File: config.mk
export PLATFORM = sky130hd
export DESIGN_NAME = ofdm_rx_deframer
export DESIGN_NICKNAME = d
export VERILOG_FILES = /design/src/rtl/ofdm_rx_deframer.sv
export SDC_FILE = /design/constraint.sdc
export NUM_CORES = 1
export LEC_CHECK = 0
export CORE_UTILIZATION = 40
export DETAILED_ROUTE_END_ITERATION = 12
export SLEW_MARGIN = 5
export SYNTH_ARGS = -nofsm -noshare
export SYNTH_HDL_FRONTEND = slang
export SYNTH_SLANG_ARGS = --single-unit
File: constraint.sdc
create_clock -name clk_In -period 5.7 [get_ports clk_In]
set_clock_uncertainty 0.05 [all_clocks]
set_input_delay 1.71 -clock clk_In [delete_from_list [all_inputs] [get_ports clk_In]]
set_output_delay 1.71 -clock clk_In [all_outputs]
set_load 0.05 [all_outputs]
File: src/rtl/ofdm_rx_deframer.sv
// ofdm_rx_deframer: rebuilds and validates the 24-bit SIGNAL header, drops the
// SERVICE bits, packs LENGTH PSDU bytes LSB-first and flags the end of each frame.
module ofdm_rx_deframer #(
  parameter int SERVICE_BITS = 16,
  parameter int TIMEOUT      = 4096
) (
  input  logic        clk_In,
  input  logic        rstn_In,
  input  logic        di_signal,
  input  logic        di_signal_vld,
  input  logic        di_payload,
  input  logic        di_payload_vld,
  output logic [3:0]  do_rate,
  output logic [11:0] do_length,
  output logic        do_hdr_vld,
  output logic        do_hdr_err,
  output logic [7:0]  do_byte,
  output logic        do_byte_vld,
  output logic        do_frame_end,
  output logic        do_frame_err
);

  localparam int IW = $clog2(TIMEOUT + 1);
  localparam logic [15:0]   SVC_LAST  = 16'(SERVICE_BITS - 1);
  localparam logic [IW-1:0] IDLE_LAST = IW'(TIMEOUT - 1);

  typedef enum logic [2:0] {IDLE, HDR, SVC, DATA, DRAIN} state_e;

  state_e        state_q, state_d;
  logic [22:0]   hdr_q, hdr_d;          // bits 0..22; bit 23 is taken straight off the wire
  logic [4:0]    hdr_cnt_q, hdr_cnt_d;
  logic [15:0]   bit_cnt_q, bit_cnt_d;
  logic [11:0]   byte_cnt_q, byte_cnt_d;
  logic [IW-1:0] idle_cnt_q, idle_cnt_d;
  logic [7:0]    byte_sr_q, byte_sr_d;
  logic [3:0]    rate_q, rate_d;
  logic [11:0]   length_q, length_d;
  logic          hdr_vld_q, hdr_vld_d, hdr_err_q, hdr_err_d;
  logic [7:0]    byte_q, byte_d;
  logic          byte_vld_q, byte_vld_d, fend_q, fend_d, ferr_q, ferr_d;

  logic [23:0] hdr_full;
  logic        rate_ok, hdr_bad, in_frame, hdr_last, pay, svc_done, byte_done, last_byte, tmo;

  assign hdr_full  = {di_signal, hdr_q};
  assign in_frame  = (state_q == SVC) || (state_q == DATA);
  assign hdr_last  = (state_q == HDR) && di_signal_vld && (hdr_cnt_q == 5'd23);
  // SIGNAL wins over a coincident payload bit
  assign pay       = di_payload_vld && !di_signal_vld;
  assign svc_done  = (state_q == SVC) && pay && (bit_cnt_q == SVC_LAST);
  assign byte_done = (state_q == DATA) && pay && (bit_cnt_q[2:0] == 3'd7);
  assign last_byte = byte_done && ((byte_cnt_q + 12'd1) == length_q);
  assign tmo       = in_frame && !di_signal_vld && !di_payload_vld && (idle_cnt_q == IDLE_LAST);

  // Legal RATE codes, written as {R4,R3,R2,R1}
  always_comb begin
    case (hdr_full[3:0])
      4'b1011, 4'b1111, 4'b1010, 4'b1110,
      4'b1001, 4'b1101, 4'b1000, 4'b1100: rate_ok = 1'b1;
      default:                            rate_ok = 1'b0;
    endcase
  end

  // Header rejection: bad rate, reserved set, parity wrong, tail nonzero or zero length
  assign hdr_bad = !rate_ok || hdr_full[4] || (hdr_full[17] != ^hdr_full[16:0]) ||
                   (|hdr_full[23:18]) || (hdr_full[16:5] == 12'd0);

  // State register
  always_ff @(posedge clk_In or negedge rstn_In) begin
    if (!rstn_In) state_q <= IDLE;
    else          state_q <= state_d;
  end

  // Next-state logic
  always_comb begin
    state_d = state_q;
    case (state_q)
      IDLE, DRAIN: if (di_signal_vld) state_d = HDR;
      HDR:         if (hdr_last) state_d = hdr_bad ? IDLE : ((SERVICE_BITS == 0) ? DATA : SVC);
      SVC: begin
        if (di_signal_vld) state_d = HDR;
        else if (tmo)      state_d = IDLE;
        else if (svc_done) state_d = DATA;
      end
      DATA: begin
        if (di_signal_vld)  state_d = HDR;
        else if (tmo)       state_d = IDLE;
        else if (last_byte) state_d = DRAIN;
      end
      default: state_d = IDLE;
    endcase
  end

  // Datapath and output next-state
  always_comb begin
    hdr_d      = hdr_q;
    hdr_cnt_d  = hdr_cnt_q;
    bit_cnt_d  = bit_cnt_q;
    byte_cnt_d = byte_cnt_q;
    idle_cnt_d = idle_cnt_q;
    byte_sr_d  = byte_sr_q;
    rate_d     = rate_q;
    length_d   = length_q;
    hdr_err_d  = hdr_err_q;
    byte_d     = byte_q;
    ferr_d     = ferr_q;
    hdr_vld_d  = 1'b0;
    byte_vld_d = 1'b0;
    fend_d     = 1'b0;
    if (di_signal_vld) begin
      if (state_q == HDR) begin
        if (hdr_cnt_q != 5'd23) hdr_d[hdr_cnt_q] = di_signal;
        hdr_cnt_d = hdr_cnt_q + 5'd1;
        if (hdr_last) begin
          rate_d     = hdr_full[3:0];
          length_d   = hdr_full[16:5];
          hdr_err_d  = hdr_bad;
          hdr_vld_d  = 1'b1;
          hdr_cnt_d  = 5'd0;
          bit_cnt_d  = 16'd0;
          byte_cnt_d = 12'd0;
          idle_cnt_d = '0;
        end
      end else begin
        // A new header always restarts collection; an open frame is aborted
        hdr_d     = {22'd0, di_signal};
        hdr_cnt_d = 5'd1;
        if (in_frame) begin
          fend_d = 1'b1;
          ferr_d = 1'b1;
        end
      end
    end else if (in_frame) begin
      if (di_payload_vld) begin
        idle_cnt_d = '0;
        if (state_q == SVC) begin
          bit_cnt_d = svc_done ? 16'd0 : bit_cnt_q + 16'd1;
        end else begin
          byte_sr_d[bit_cnt_q[2:0]] = di_payload;
          bit_cnt_d = bit_cnt_q + 16'd1;
          if (byte_done) begin
            byte_d     = byte_sr_d;
            byte_vld_d = 1'b1;
            byte_cnt_d = byte_cnt_q + 12'd1;
            if (last_byte) begin
              fend_d = 1'b1;
              ferr_d = 1'b0;
            end
          end
        end
      end else if (tmo) begin
        idle_cnt_d = '0;
        fend_d     = 1'b1;
        ferr_d     = 1'b1;
      end else begin
        idle_cnt_d = idle_cnt_q + 1'b1;
      end
    end
  end

  // Datapath and output registers
  always_ff @(posedge clk_In or negedge rstn_In) begin
    if (!rstn_In) begin
      hdr_q      <= '0;
      hdr_cnt_q  <= '0;
      bit_cnt_q  <= '0;
      byte_cnt_q <= '0;
      idle_cnt_q <= '0;
      byte_sr_q  <= '0;
      rate_q     <= '0;
      length_q   <= '0;
      hdr_vld_q  <= 1'b0;
      hdr_err_q  <= 1'b0;
      byte_q     <= '0;
      byte_vld_q <= 1'b0;
      fend_q     <= 1'b0;
      ferr_q     <= 1'b0;
    end else begin
      hdr_q      <= hdr_d;
      hdr_cnt_q  <= hdr_cnt_d;
      bit_cnt_q  <= bit_cnt_d;
      byte_cnt_q <= byte_cnt_d;
      idle_cnt_q <= idle_cnt_d;
      byte_sr_q  <= byte_sr_d;
      rate_q     <= rate_d;
      length_q   <= length_d;
      hdr_vld_q  <= hdr_vld_d;
      hdr_err_q  <= hdr_err_d;
      byte_q     <= byte_d;
      byte_vld_q <= byte_vld_d;
      fend_q     <= fend_d;
      ferr_q     <= ferr_d;
    end
  end

  assign do_rate      = rate_q;
  assign do_length    = length_q;
  assign do_hdr_vld   = hdr_vld_q;
  assign do_hdr_err   = hdr_err_q;
  assign do_byte      = byte_q;
  assign do_byte_vld  = byte_vld_q;
  assign do_frame_end = fend_q;
  assign do_frame_err = ferr_q;

endmodule

==> flow_metrics.py <==
metrics = {
    "power_and_ir_drop": {
        "power.internal_mw": 1.499,
        "p_sw_mw": 0.6922,
        "power_switching_share": 0.3160,
        "power_frac_clock": 0.314,
        "peakVddDrop_uv": 164.5,
        "combPwrFrac": 0.253,
        "p_seq_frac": 0.434,
        "power.total_mw": 2.191,
        "leakage_nw": 2.821,
        "power_density_nw_per_um2": 333.3,
    },
    "setup_path": {
        "critPathMaxStageDelay_ns": 0.46,
        "reg2regPathDepth": 7,
        "r2r-start": "bit_cnt_q[0]$_DFFE_PN0P_",
        "path_cells": "clkdlybuf4s50_1 > buf_4 > and4bb_1 > nand3_1 > nor4_1 > o2111a_1 > nand4_2 > a31o_1",
        "rrSetupSlack_ns": 2.99,
        "reg2reg_to": "state_q[0]$_DFFE_PN0P_",
        "crit_fanout": 20,
        "start_kind": "input port",
        "crit_cells": 8,
        "critPathBufInv": 2,
        "critPathTopFamily": "simple AND/OR/NAND/NOR gates",
        "path_class": "in2reg",
        "crit_slowest_cell": "nand3_1",
        "cp-end-kind": "register",
        "cp.required_ns": 5.90,
        "cp_data_arrival_time_ns": 4.33,
    },
    "die": {
        "die_w_um": 122.1,
        "pin_count": 35,
        "die_h_um": 122.1,
        "die_area_um2": 14900,
        "core_area_um2": 13990,
        "start_util": 0.4123,
        "rows": 43,
    },
    "yosys": {
        "syn_area_um2": 5768,
        "syn_inst": 614,
        "synth_cell_type_count": 57,
        "synthesis.nets": 629,
        "ys_ff_latch": 109,
        "ys_top_cells_by_area": "dfrtp_1 (47%), o21ai_0 (9.0%), xnor2_1 (3.6%)",
        "synth_edf_count": 0,
        "synth_seq_area_share": 0.4729,
        "synth.top_cells.by_count": "dfrtp_1 (109), o21ai_0 (104), nand2_1 (55)",
        "yosysMostFrequentCell": "dfrtp_1",
        "avgSynthCellArea_um2": 9.394,
        "synth_warnings": 0,
        "synth_ff_type": "dfrtp_1",
        "async_flop_share": 1.000,
        "synth_top_area_frac": 0.4729,
        "synth_top_area_cell": "dfrtp_1",
    },
    "sta": {
        "setup_tns_ns": 0,
        "timing.final.crit_period_ns": 4.134,
        "max_slew.worst_pin.slew_ns": 1.070,
        "finalHoldViolCount": 0,
        "max_freq_mhz": 241.9,
        "drv_slew": 0,
        "finalCritPeriodShare": 0.7252,
        "rsz0062_at_grt": "false",
        "setup_viol": 0,
        "max_slew_margin": 0.2868,
    },
    "job": {
        "maxCapViolations": 0,
    },
    "finish": {
        "diodes": 0,
        "drive_gt1_frac": 0.07632,
        "final_cells": 822,
        "fin_util": 0.4699,
        "final_nets": 652,
        "syn2layout_area_growth_pct": 13.97,
        "n_fill_cell": 1339,
    },
    "drt": {
        "route.detailed.drc": 0,
        "dr.first_iter.drc_count": 417,
        "via_per_inst": 5.661,
        "drtPass1Iterations": 5,
        "antenna_left": 0,
        "vias": 4653,
        "wire_per_inst_um": 15.99,
        "wirelength_um": 13140,
    },
    "placement": {
        "gp_congestion": 0.8549,
        "hpwlAfterDp_um": 9103,
        "port_buffers": 34,
        "dp.cells": 806,
    },
    "clock_network": {
        "insertion_delay_ns": 0.36,
        "cts_tree": "yes",
        "cts.sinks": 109,
        "htreeDepth": 3,
        "root_buffer": "clkbuf_16",
        "cts_setup_buffers": 0,
        "numCtsBuffers": 9,
        "clk_pin_slew_ns": 0.07,
        "cts_resized": 0,
        "hold_buffers": 0,
        "clockBufferDepth": 2,
    },
    "global_routing": {
        "grt_pass1_wl_um": 22320,
        "grt_max_degree": 84,
        "track_usage": 0.1905,
        "grt_overflow_total": 0,
        "grt_pass1_vias": 4456,
        "antenna_found_initial": 0,
    },
    "worst_hold_path": {
        "min_from": "do_byte[4]$_DFFE_PN0P_",
        "hp-class": "reg2reg",
        "whs_endpoint": "do_byte[4]$_DFFE_PN0P_",
        "min_path_cells": 2,
    },
    "outcome": {
        "status": "complete, no violations",
    },
}
[worst max-delay path by stage]
stage | start | end
after floorplan | di_signal_vld | state_q[1]$_DFFE_PN0P_
after global placement | di_signal_vld | byte_cnt_q[3]$_DFFE_PN0P_
after detailed placement | di_signal_vld | state_q[0]$_DFFE_PN0P_
after CTS | di_signal_vld | state_q[0]$_DFFE_PN0P_
after global routing | di_signal_vld | state_q[1]$_DFFE_PN0P_
final | di_signal_vld | state_q[0]$_DFFE_PN0P_
[flip-flops by register name (all words and copies together), names as in the netlist]
signal,cells
do_hdr_vld,1
do_byte_vld,1
hdr_q,23
do_rate,4
do_hdr_err,1
byte_sr_q,8
do_length,12
state_q,3
byte_cnt_q,12
do_byte,8
bit_cnt_q,16
idle_cnt_q,13
do_frame_end,1
hdr_cnt_q,5
do_frame_err,1
[cell usage in the layout (no fill, tap or decap), types with 3 or more instances in the layout]
master,instances
nor3b_1,4
clkbuf_16,9
nor2b_1,11
dfrtp_1,109
nand3b_1,3
and4_1,3
nor2_1,38
xnor2_1,24
xor2_1,12
nand2b_1,4
and2_1,11
buf_4,8
mux2_2,17
ha_1,9
a21o_1,3
a21oi_1,38
a22o_1,5
nor4_1,9
clkdlybuf4s50_1,33
mux2i_1,7
nand2_1,55
and3_1,9
inv_1,9
nand3_1,32
a31oi_1,8
o21ai_0,104
nor3_1,9
nand4_1,7
o31ai_1,14
[cell families (layout without fill, tap and decap cells)]
group	after synthesis	in the layout	synth area share
compound gates	189	189	0.1887
xor+xnor	37	37	0.05857
fa+ha+maj	9	9	0.01952
buf+inv	39	67	0.02993
flops	109	109	0.4729
mux	24	24	0.04534
simple gates	207	207	0.1850
[power groups by stage]
stage          clock network, mW  registers (mW)  logic [mW]
2_1_floorplan                  0           0.950       0.414
5_1_grt                    0.735           0.963       0.615
6_report                   0.687           0.950       0.554
4_1_cts                    0.705           0.949       0.557
3_3_place_gp                   0           0.963       0.538
3_5_place_dp                   0           0.965       0.555
[metal layers]
metal / vias to the layer above / track usage / share of wire
li1: 2264 / - / -
met1: 2281 / 0.2576 / 0.48
met2: 82 / 0.2959 / 0.47
met3: 26 / 0.03090 / 0.026
met4: 0 / 0.09375 / 0.028
met5: - / 0 / 0
[cell type report]
cell class	instances	area [um^2]	area share
multi-input cells	466	2868	0.4362
inverters	10	37.54	0.005710
flip-flops and latches	109	2728	0.4149
clock inverters	6	86.33	0.01313
repair buffers	41	390.4	0.05938
well taps	180	225.2	0.03426
clock buffers	10	239.0	0.03635
[per-stage QoR]
stage	setup slack [ns]	hold slack [ns]	instance area, um^2
after floorplan	2.530	0.4092	5768
after global placement	1.357	0.4166	6248
after detailed placement	1.237	0.4224	6248
after CTS	1.620	0.4390	6574
after global routing	1.417	0.4727	6574
final	1.566	0.4304	6574
[tightest hold or removal path: stages (launching register included)]
cell and delay, ns:
dfrtp_1 0.34, nand2_1 0.04, o21ai_0 0.06
Power figures use the tool's default switching activity.
